$ cat config.mk
export PLATFORM = sky130hd
export DESIGN_NAME = decode_issue_queue
export DESIGN_NICKNAME = d
export VERILOG_FILES = /design/src/rtl/decode_pkg.sv /design/src/rtl/instr_decoder.sv /design/src/rtl/decode_issue_queue.sv
export SDC_FILE = /design/constraint.sdc
export NUM_CORES = 1
export LEC_CHECK = 0
export BUFFER_PORTS_ARGS = -buffer_cell sky130_fd_sc_hd__buf_2
export CAP_MARGIN = 20
export CORE_AREA = 8 8 121 123
export CTS_CLUSTER_SIZE = 8
export DETAILED_ROUTE_END_ITERATION = 10
export DIE_AREA = 0 0 129 131
export GPL_TIMING_DRIVEN = 1
export PLACE_DENSITY = 0.74
export SETUP_SLACK_MARGIN = 0.1
export SYNTH_ARGS = -nofsm -noshare
export SYNTH_HDL_FRONTEND = slang
export SYNTH_SLANG_ARGS = --single-unit
$ cat constraint.sdc
create_clock -name clk -period 3.4 [get_ports clk]
set_input_delay 0.17 -clock clk [delete_from_list [all_inputs] [get_ports clk]]
set_output_delay 0.17 -clock clk [all_outputs]
set_load 0.01 [all_outputs]
$ cat src/rtl/decode_pkg.sv
// Shared types for the decode/issue stage: control bundle, queue entry, opcodes and enums.
// The M-extension decode is enabled by defining DECODE_M_EXT_EN.
package decode_pkg;

    localparam logic [6:0] OPC_OP     = 7'b0110011;
    localparam logic [6:0] OPC_OP_IMM = 7'b0010011;
    localparam logic [6:0] OPC_LOAD   = 7'b0000011;
    localparam logic [6:0] OPC_STORE  = 7'b0100011;
    localparam logic [6:0] OPC_BRANCH = 7'b1100011;
    localparam logic [6:0] OPC_JAL    = 7'b1101111;
    localparam logic [6:0] OPC_JALR   = 7'b1100111;
    localparam logic [6:0] OPC_LUI    = 7'b0110111;
    localparam logic [6:0] OPC_AUIPC  = 7'b0010111;
    localparam logic [6:0] OPC_FENCE  = 7'b0001111;

    localparam logic [6:0] FUNCT7_BASE = 7'b0000000;
    localparam logic [6:0] FUNCT7_ALT  = 7'b0100000;
    localparam logic [6:0] FUNCT7_MULDIV = 7'b0000001;

    // Widest PC the queue entry can carry; the top truncates to its XLEN.
    localparam int XLEN_MAX = 32;

    typedef enum logic [1:0] {
        ALU_ADD    = 2'b00,
        ALU_BRANCH = 2'b01,
        ALU_FUNCT  = 2'b10,
        ALU_LUI    = 2'b11
    } alu_op_e;

    typedef enum logic [1:0] {
        IMM_I  = 2'b00,
        IMM_S  = 2'b01,
        IMM_B  = 2'b10,
        IMM_UJ = 2'b11
    } imm_sel_e;

    typedef enum logic [1:0] {
        MEM_BYTE = 2'b00,
        MEM_HALF = 2'b01,
        MEM_WORD = 2'b10,
        MEM_RSVD = 2'b11
    } mem_width_e;

    typedef struct packed {
        logic       reg_write;
        logic       mem_to_reg;
        logic       mem_read;
        logic       mem_write;
        logic       alu_src;
        logic       branch;
        logic       jump;
        logic       auipc_sel;
        logic       mem_unsigned;
        logic       illegal;
        logic       md;
        alu_op_e    alu_op;
        imm_sel_e   imm_sel;
        mem_width_e mem_width;
    } ctrl_t;

    typedef struct packed {
        ctrl_t               ctrl;
        logic [XLEN_MAX-1:0] pc;
        logic [4:0]          rs1;
        logic [4:0]          rs2;
        logic [4:0]          rd;
        logic [2:0]          funct3;
    } entry_t;

    // funct7 legality shared by R-type and OP-IMM shifts: only SUB/SRA(I) may use the alternate encoding.
    function automatic logic funct7_ok(input logic [6:0] funct7, input logic [2:0] funct3);
        return (funct7 == FUNCT7_BASE) ||
               ((funct7 == FUNCT7_ALT) && ((funct3 == 3'b000) || (funct3 == 3'b101)));
    endfunction

endpackage

$ cat src/rtl/instr_decoder.sv
// Combinational RV32I decoder producing the control bundle, register fields and illegal flag.
// With DECODE_M_EXT_EN defined, R-type funct7=0000001 decodes as a legal M op (md=1).
module instr_decoder
    import decode_pkg::*;
(
    input  logic [31:0] instr,
    output ctrl_t       ctrl,
    output logic [4:0]  rs1,
    output logic [4:0]  rs2,
    output logic [4:0]  rd,
    output logic [2:0]  funct3
);

    logic [6:0] opcode;
    logic [6:0] funct7;
    logic       bad;

    assign opcode = instr[6:0];
    assign rd     = instr[11:7];
    assign funct3 = instr[14:12];
    assign rs1    = instr[19:15];
    assign rs2    = instr[24:20];
    assign funct7 = instr[31:25];

    always_comb begin
        ctrl = '0;
        bad  = 1'b0;
        case (opcode)
            OPC_OP: begin
                if (funct7 == FUNCT7_MULDIV) begin
`ifdef DECODE_M_EXT_EN
                    ctrl.reg_write = 1'b1;
                    ctrl.alu_op    = ALU_FUNCT;
                    ctrl.md        = 1'b1;
`else
                    bad = 1'b1;
`endif
                end else if (funct7_ok(funct7, funct3)) begin
                    ctrl.reg_write = 1'b1;
                    ctrl.alu_op    = ALU_FUNCT;
                end else begin
                    bad = 1'b1;
                end
            end
            OPC_OP_IMM: begin
                if (((funct3 == 3'b001) || (funct3 == 3'b101)) && !funct7_ok(funct7, funct3)) begin
                    bad = 1'b1;
                end else begin
                    ctrl.reg_write = 1'b1;
                    ctrl.alu_src   = 1'b1;
                    ctrl.alu_op    = ALU_FUNCT;
                end
            end
            OPC_LOAD: begin
                if ((funct3 == 3'b011) || (funct3 == 3'b110) || (funct3 == 3'b111)) begin
                    bad = 1'b1;
                end else begin
                    ctrl.reg_write    = 1'b1;
                    ctrl.mem_to_reg   = 1'b1;
                    ctrl.mem_read     = 1'b1;
                    ctrl.alu_src      = 1'b1;
                    ctrl.imm_sel      = IMM_I;
                    ctrl.mem_width    = mem_width_e'(funct3[1:0]);
                    ctrl.mem_unsigned = funct3[2];
                end
            end
            OPC_STORE: begin
                if (funct3 > 3'b010) begin
                    bad = 1'b1;
                end else begin
                    ctrl.mem_write = 1'b1;
                    ctrl.alu_src   = 1'b1;
                    ctrl.imm_sel   = IMM_S;
                    ctrl.mem_width = mem_width_e'(funct3[1:0]);
                end
            end
            OPC_BRANCH: begin
                if ((funct3 == 3'b010) || (funct3 == 3'b011)) begin
                    bad = 1'b1;
                end else begin
                    ctrl.branch  = 1'b1;
                    ctrl.alu_op  = ALU_BRANCH;
                    ctrl.imm_sel = IMM_B;
                end
            end
            OPC_JAL: begin
                ctrl.reg_write = 1'b1;
                ctrl.jump      = 1'b1;
                ctrl.imm_sel   = IMM_UJ;
            end
            OPC_JALR: begin
                if (funct3 != 3'b000) begin
                    bad = 1'b1;
                end else begin
                    ctrl.reg_write = 1'b1;
                    ctrl.jump      = 1'b1;
                    ctrl.alu_src   = 1'b1;
                    ctrl.imm_sel   = IMM_I;
                end
            end
            OPC_LUI: begin
                ctrl.reg_write = 1'b1;
                ctrl.alu_src   = 1'b1;
                ctrl.alu_op    = ALU_LUI;
                ctrl.imm_sel   = IMM_UJ;
            end
            OPC_AUIPC: begin
                ctrl.reg_write = 1'b1;
                ctrl.alu_src   = 1'b1;
                ctrl.alu_op    = ALU_ADD;
                ctrl.imm_sel   = IMM_UJ;
                ctrl.auipc_sel = 1'b1;
            end
            OPC_FENCE: begin
                ctrl = '0;
            end
            default: begin
                bad = 1'b1;
            end
        endcase

        // Trap entries must not trigger any side effect downstream.
        if (bad) begin
            ctrl         = '0;
            ctrl.illegal = 1'b1;
        end
    end

endmodule

$ cat src/rtl/decode_issue_queue.sv
// Decode-and-issue stage: decodes at push and holds decoded entries in a DEPTH-entry queue.
// DECODE_M_EXT_EN enables M-op decode plus the multi-cycle head hold and md_busy.
module decode_issue_queue
    import decode_pkg::*;
#(
    parameter int DEPTH     = 2,
    parameter int XLEN      = 32,
    parameter int MD_CYCLES = 4
)
(
    input  logic            clk,
    input  logic            rst,
    input  logic            flush,
    input  logic            in_valid,
    output logic            in_ready,
    input  logic [31:0]     in_instr,
    input  logic [XLEN-1:0] in_pc,
    output logic            out_valid,
    input  logic            out_ready,
    output logic [XLEN-1:0] out_pc,
    output logic [4:0]      out_rs1,
    output logic [4:0]      out_rs2,
    output logic [4:0]      out_rd,
    output logic [2:0]      out_funct3,
    output ctrl_t           out_ctrl,
    output logic            md_busy
);

    localparam int PTR_W = $clog2(DEPTH);
    localparam int CNT_W = PTR_W + 1;

    entry_t           mem [DEPTH];
    entry_t           push_entry;
    entry_t           head;
    logic [PTR_W-1:0] wr_ptr;
    logic [PTR_W-1:0] rd_ptr;
    logic [PTR_W-1:0] rd_ptr_inc;
    logic [CNT_W-1:0] count;
    logic [CNT_W-1:0] count_next;
    logic             in_ready_q;
    logic             push;
    logic             pop;

    instr_decoder u_decoder (
        .instr  (in_instr),
        .ctrl   (push_entry.ctrl),
        .rs1    (push_entry.rs1),
        .rs2    (push_entry.rs2),
        .rd     (push_entry.rd),
        .funct3 (push_entry.funct3)
    );

    assign push_entry.pc = XLEN_MAX'(in_pc);

    assign push       = in_valid && in_ready_q;
    assign pop        = out_valid && out_ready;
    assign rd_ptr_inc = rd_ptr + PTR_W'(1);
    assign count_next = count + CNT_W'(push) - CNT_W'(pop);
    assign head       = mem[rd_ptr];

    // Flush wins over push and pop; in_ready is registered so it never depends on out_ready.
    always_ff @(posedge clk) begin
        if (rst) begin
            wr_ptr     <= '0;
            rd_ptr     <= '0;
            count      <= '0;
            in_ready_q <= 1'b0;
            for (int i = 0; i < DEPTH; i++) begin
                mem[i] <= '0;
            end
        end else if (flush) begin
            wr_ptr     <= '0;
            rd_ptr     <= '0;
            count      <= '0;
            in_ready_q <= 1'b1;
        end else begin
            if (push) begin
                mem[wr_ptr] <= push_entry;
                wr_ptr      <= wr_ptr + PTR_W'(1);
            end
            if (pop) begin
                rd_ptr <= rd_ptr_inc;
            end
            count      <= count_next;
            in_ready_q <= (count_next != CNT_W'(DEPTH));
        end
    end

`ifdef DECODE_M_EXT_EN
    localparam int HOLD_W = $clog2(MD_CYCLES) + 1;
    localparam logic [HOLD_W-1:0] HOLD_INIT = HOLD_W'(MD_CYCLES - 1);

    logic [HOLD_W-1:0] hold;
    logic              new_head;
    logic              new_head_md;

    // A new head appears either behind a popped entry or as a push into an empty queue.
    always_comb begin
        new_head    = 1'b0;
        new_head_md = 1'b0;
        if (pop) begin
            if (count > CNT_W'(1)) begin
                new_head    = 1'b1;
                new_head_md = mem[rd_ptr_inc].ctrl.md;
            end else if (push) begin
                new_head    = 1'b1;
                new_head_md = push_entry.ctrl.md;
            end
        end else if (push && (count == '0)) begin
            new_head    = 1'b1;
            new_head_md = push_entry.ctrl.md;
        end
    end

    always_ff @(posedge clk) begin
        if (rst || flush) begin
            hold <= '0;
        end else if (new_head) begin
            hold <= new_head_md ? HOLD_INIT : '0;
        end else if (hold != '0) begin
            hold <= hold - HOLD_W'(1);
        end
    end

    assign out_valid = (count != '0) && (hold == '0);
    assign md_busy   = head.ctrl.md && (hold != '0);
`else
    assign out_valid = (count != '0);
    assign md_busy   = 1'b0;
`endif

    assign in_ready   = in_ready_q;
    assign out_pc     = head.pc[XLEN-1:0];
    assign out_rs1    = head.rs1;
    assign out_rs2    = head.rs2;
    assign out_rd     = head.rd;
    assign out_funct3 = head.funct3;
    assign out_ctrl   = head.ctrl;

endmodule

==> results <==
- The maximum clock path buffer count is 2.
- The total number of vias is slightly below 4000.
- The region available for standard cell placement spans about 13000 sq um.
- The final count of pins violating max slew is 0.
- The class of the tightest hold or removal check is in -> reg.
- Summed over all layers, the routed wires come to 13.3 mm.
- The horizontal die dimension is between 100 and 150 um.
- In the global route stage, overall resource usage came out at 0.161.
- The met2 demand-to-capacity share in global routing is 0.274.
- The filler cells instantiated in the layout total slightly below 1000.
- For this run, design rule violations remaining after detail routing come to 0.
- For this run, the leading register cell type out of synthesis is sky130_fd_sc_hd__edfxtp_1.
- The first global-routing pass estimated about 21 mm of wire.
- TritonCTS built the clock tree.
- The clock input transition at the sequential cells of the worst setup and hold paths is approximately 60 ps.
- After the first detailed-routing iteration, the DRC count stood at 277.
- Gates resized during post-CTS repair numbered 0.
- The number of placement rows is 42.
- Entering global routing, the biggest net connects 36 pins.
- Clock tree synthesis selected as its root buffer the cell sky130_fd_sc_hd__clkbuf_16.
- The total congestion overflow is 0.
- The setup-violating endpoint count in the final report is 0.
- By area the synthesized netlist is led by sky130_fd_sc_hd__edfxtp_1 63%, sky130_fd_sc_hd__mux2_2 12%, sky130_fd_sc_hd__and2_1 9.9%.
- The post-detailed-route count of antenna-violating nets is 0.
- The met1 track utilization from global routing is 0.194.
- The number of global-route vias before repair came to slightly above 4000.
- After layout, the worst setup slack is approximately 900 ps.
- Adding up every negative setup slack in the final design gives 0 ps.
- For the worst setup path, the data arrival time is 2580 ps.
- In this run the most used layer during global routing was met2.
- sky130_fd_sc_hd__edfxtp_1 takes more of the synthesized area than any other cell.
- In the layout the commonest cells are 136 x sky130_fd_sc_hd__buf_2, 130 x sky130_fd_sc_hd__edfxtp_1, 99 x sky130_fd_sc_hd__and2_1, 65 x sky130_fd_sc_hd__mux2_2, 34 x sky130_fd_sc_hd__nor2_1.
- The share of final-layout standard cells stronger than drive strength 1 is 0.417.
- Timing would allow up to between 0.4 and 0.5 GHz.
- In this run the tool buffered the top-level ports with 136 buffer cells.
- In this run the tightest slew margin relative to its limit is 0.415.
- The last weighted congestion value of the routability-driven placer is approximately 0.87.
- In this run the worst path has a maximum fanout of 34.
- The share of the Yosys chip area taken by registers is 0.645.
- The transition time at the pin with the least slew margin is a little under 900 ps.
- The time the worst path needs with I/O delays and setup is around 2500 ps.
- The area growth from synthesis to layout is 24.3%.
- The worst-case hold slack is between 40 and 50 ps.
- Once placement finished, the instance area stood at 7100 sq um.
- The synthesized netlist cell count is between 400 and 500.
- In the finished design, the share of the clock period the worst path needs comes to 0.730.
- Leaving out fill and tap cells, the most frequent cell in the layout is sky130_fd_sc_hd__buf_2.
- The cell total after placement is roughly 740.
- The number of buffers created by CTS is 17.
- After synthesis the netlist holds a flip-flop and latch count of ~140.
- In the final layout, flip-flops and latches occupy approximately 4000 sq um.
- The via density per instance is roughly 5.1.
- The number of H-tree levels is 4.
- Of all flip-flops after synthesis, the portion carrying an async set or reset was 0.
- For the worst-skew pair, the clock arrives at the later sink with an insertion delay of between 400 and 500 ps.
- The critical path starts at rst.
- Detailed placement ended at an HPWL of about 9.1 mm.
- The count of TritonRoute iterations in the first routing pass is 4.
- On the final layout, the worst clock skew is 10.2 ps.
- The max-cap check violation count is 0.
- After clock tree synthesis, the setup repair step added 0 buffers.
- The initial standard-cell utilization of the core is 0.484.
- The number of antenna diodes is 0.
- The initial antenna violation count is 0.
- Yosys mapped a number of flops with a built-in enable equal to 130.
- The die covers approximately 17000 sq um.
- The source of the worst register-to-register timing path is count[1].
- The total standard cell area after synthesis is between 6000 and 7000 sq um.
- CTS saw between 100 and 150 sinks.
- Setup repair after global routing left no endpoint under its margin.
- The static leakage power is just over 3 nW.
- The power density over the cells is around 530 nW/um^2.
- The worst setup path is launched from a primary input.
- The total count of hold-check failures in the final report came to 0.
- After synthesis, the mean cell area works out to about 14 sq um.
- The share of synthesized area in the top cell type comes to 0.626.
- The largest vdd supply drop is about 0.00032 V.
- The synthesis warning total is 0.
- At the worst endpoint, the required time is about 3500 ps.
- The final cell area excluding filler cells is about 7700 sq um.
- The non-filler instance count after layout is 771.
- Prior to clock tree synthesis, the placed netlist has a worst setup slack of approximately 1100 ps.
- The die is between 100 and 150 um tall.
- In the final layout, the multi-input gates occupy approximately 2100 sq um.
- In this run the most critical hold path is launched from in_instr[19].
- The number of different library cells in the post-synthesis netlist is 48.
- The met3 demand-to-capacity share in global routing is 0.0402.
- The detail-routed net length per standard cell is approximately 17 um.
- The number of ports placed on the die boundary is approximately 140.
- The worst setup path is captured at a flop.
- Setup slack on the worst reg-to-reg path comes out at between 900 and 1000 ps.
- The layout net count is about 650.
- The critical path in this run is classified as in -> reg.
- The run finished with clean final reports.
## through the flow
stage | power [mW] | utilization
floorplan | 2.12 | -
global placement | 2.24 | 0.551
detailed placement | 2.26 | 0.551
CTS | 4.12 | 0.602
global route | 4.22 | 0.602
finish | 4.09 | 0.602
## cell usage after synthesis, types with 2 or more instances
| cell type | instances |
|---|---|
| sky130_fd_sc_hd__nor3_2 | 2 |
| sky130_fd_sc_hd__or4_1 | 2 |
| sky130_fd_sc_hd__nand4b_1 | 2 |
| sky130_fd_sc_hd__buf_4 | 3 |
| sky130_fd_sc_hd__or3_1 | 4 |
| sky130_fd_sc_hd__xor2_1 | 3 |
| sky130_fd_sc_hd__xnor2_1 | 3 |
| sky130_fd_sc_hd__ha_1 | 2 |
| sky130_fd_sc_hd__buf_2 | 11 |
| sky130_fd_sc_hd__nand2b_1 | 4 |
| sky130_fd_sc_hd__or2_1 | 2 |
| sky130_fd_sc_hd__edfxtp_1 | 130 |
| sky130_fd_sc_hd__or2_2 | 2 |
| sky130_fd_sc_hd__o21ai_0 | 4 |
| sky130_fd_sc_hd__nand2_1 | 9 |
| sky130_fd_sc_hd__clkbuf_1 | 13 |
| sky130_fd_sc_hd__nor2b_1 | 2 |
| sky130_fd_sc_hd__dfxtp_1 | 6 |
| sky130_fd_sc_hd__nor3_1 | 6 |
| sky130_fd_sc_hd__nand3_1 | 2 |
| sky130_fd_sc_hd__a311oi_1 | 2 |
| sky130_fd_sc_hd__inv_1 | 5 |
| sky130_fd_sc_hd__and2_1 | 99 |
| sky130_fd_sc_hd__nor2_1 | 34 |
| sky130_fd_sc_hd__a21oi_1 | 9 |
| sky130_fd_sc_hd__mux2_2 | 65 |
## logic make-up (layout without fill, tap and decap cells)
family	after synthesis	in the layout	synth area share
and+or+nand+nor	177	177	0.166
DFF	136	136	0.645
muxes	65	65	0.117
buffers and inverters	35	181	0.0265
AOI/OAI and AO/OA	26	26	0.0319
xor gates and xnor gates	6	6	0.00843
adders and majority gates	2	2	0.00401
other	1	2	0.000601
## routing by layer
layer	vias up	share of wire
met4	0	0.014
met3	15	0.058
met5	-	0
met2	137	0.49
li1	1876	-
met1	1904	0.43
## flip-flops by register name, summed over array words and instances (netlist names), named ones only
register	count
count	2
in_ready	1
mem	130
rd_ptr	1
wr_ptr	1
## cell type report
class	count	share of cell area
Clock buffer	30	0.0801
Clock inverter	2	0.00161
Inverter	6	0.00291
Multi-Input combinational cell	278	0.267
Sequential cell	136	0.519
Tap cell	176	0.0284
Timing Repair Buffer	143	0.100
## path summary, 6_finish.rpt
kind           endpoint  cells after the start
max reg2reg    in_ready                     10
max           mem[0][9]                      6
min          mem[1][17]                      2
min reg2reg        flop                      2
## power by group
group	switching, mW	internal, mW
Combinational	0.165	0.127
Clock	0.644	1.23
Sequential	0.0203	1.91
Total	0.829	3.26
## critical path: stages
cell and delay [ps]:
sky130_fd_sc_hd__dlygate4sd3_1 530, sky130_fd_sc_hd__buf_2 150, sky130_fd_sc_hd__or2_1 350, sky130_fd_sc_hd__or3_1 580, sky130_fd_sc_hd__nand2b_4 470, sky130_fd_sc_hd__buf_12 290
## timing repair
action	CTS	global route
hold buffers	2	0
endpoints found under the hold margin	1	0
setup endpoints to repair	0	0
(Power assumes the default switching activity.)
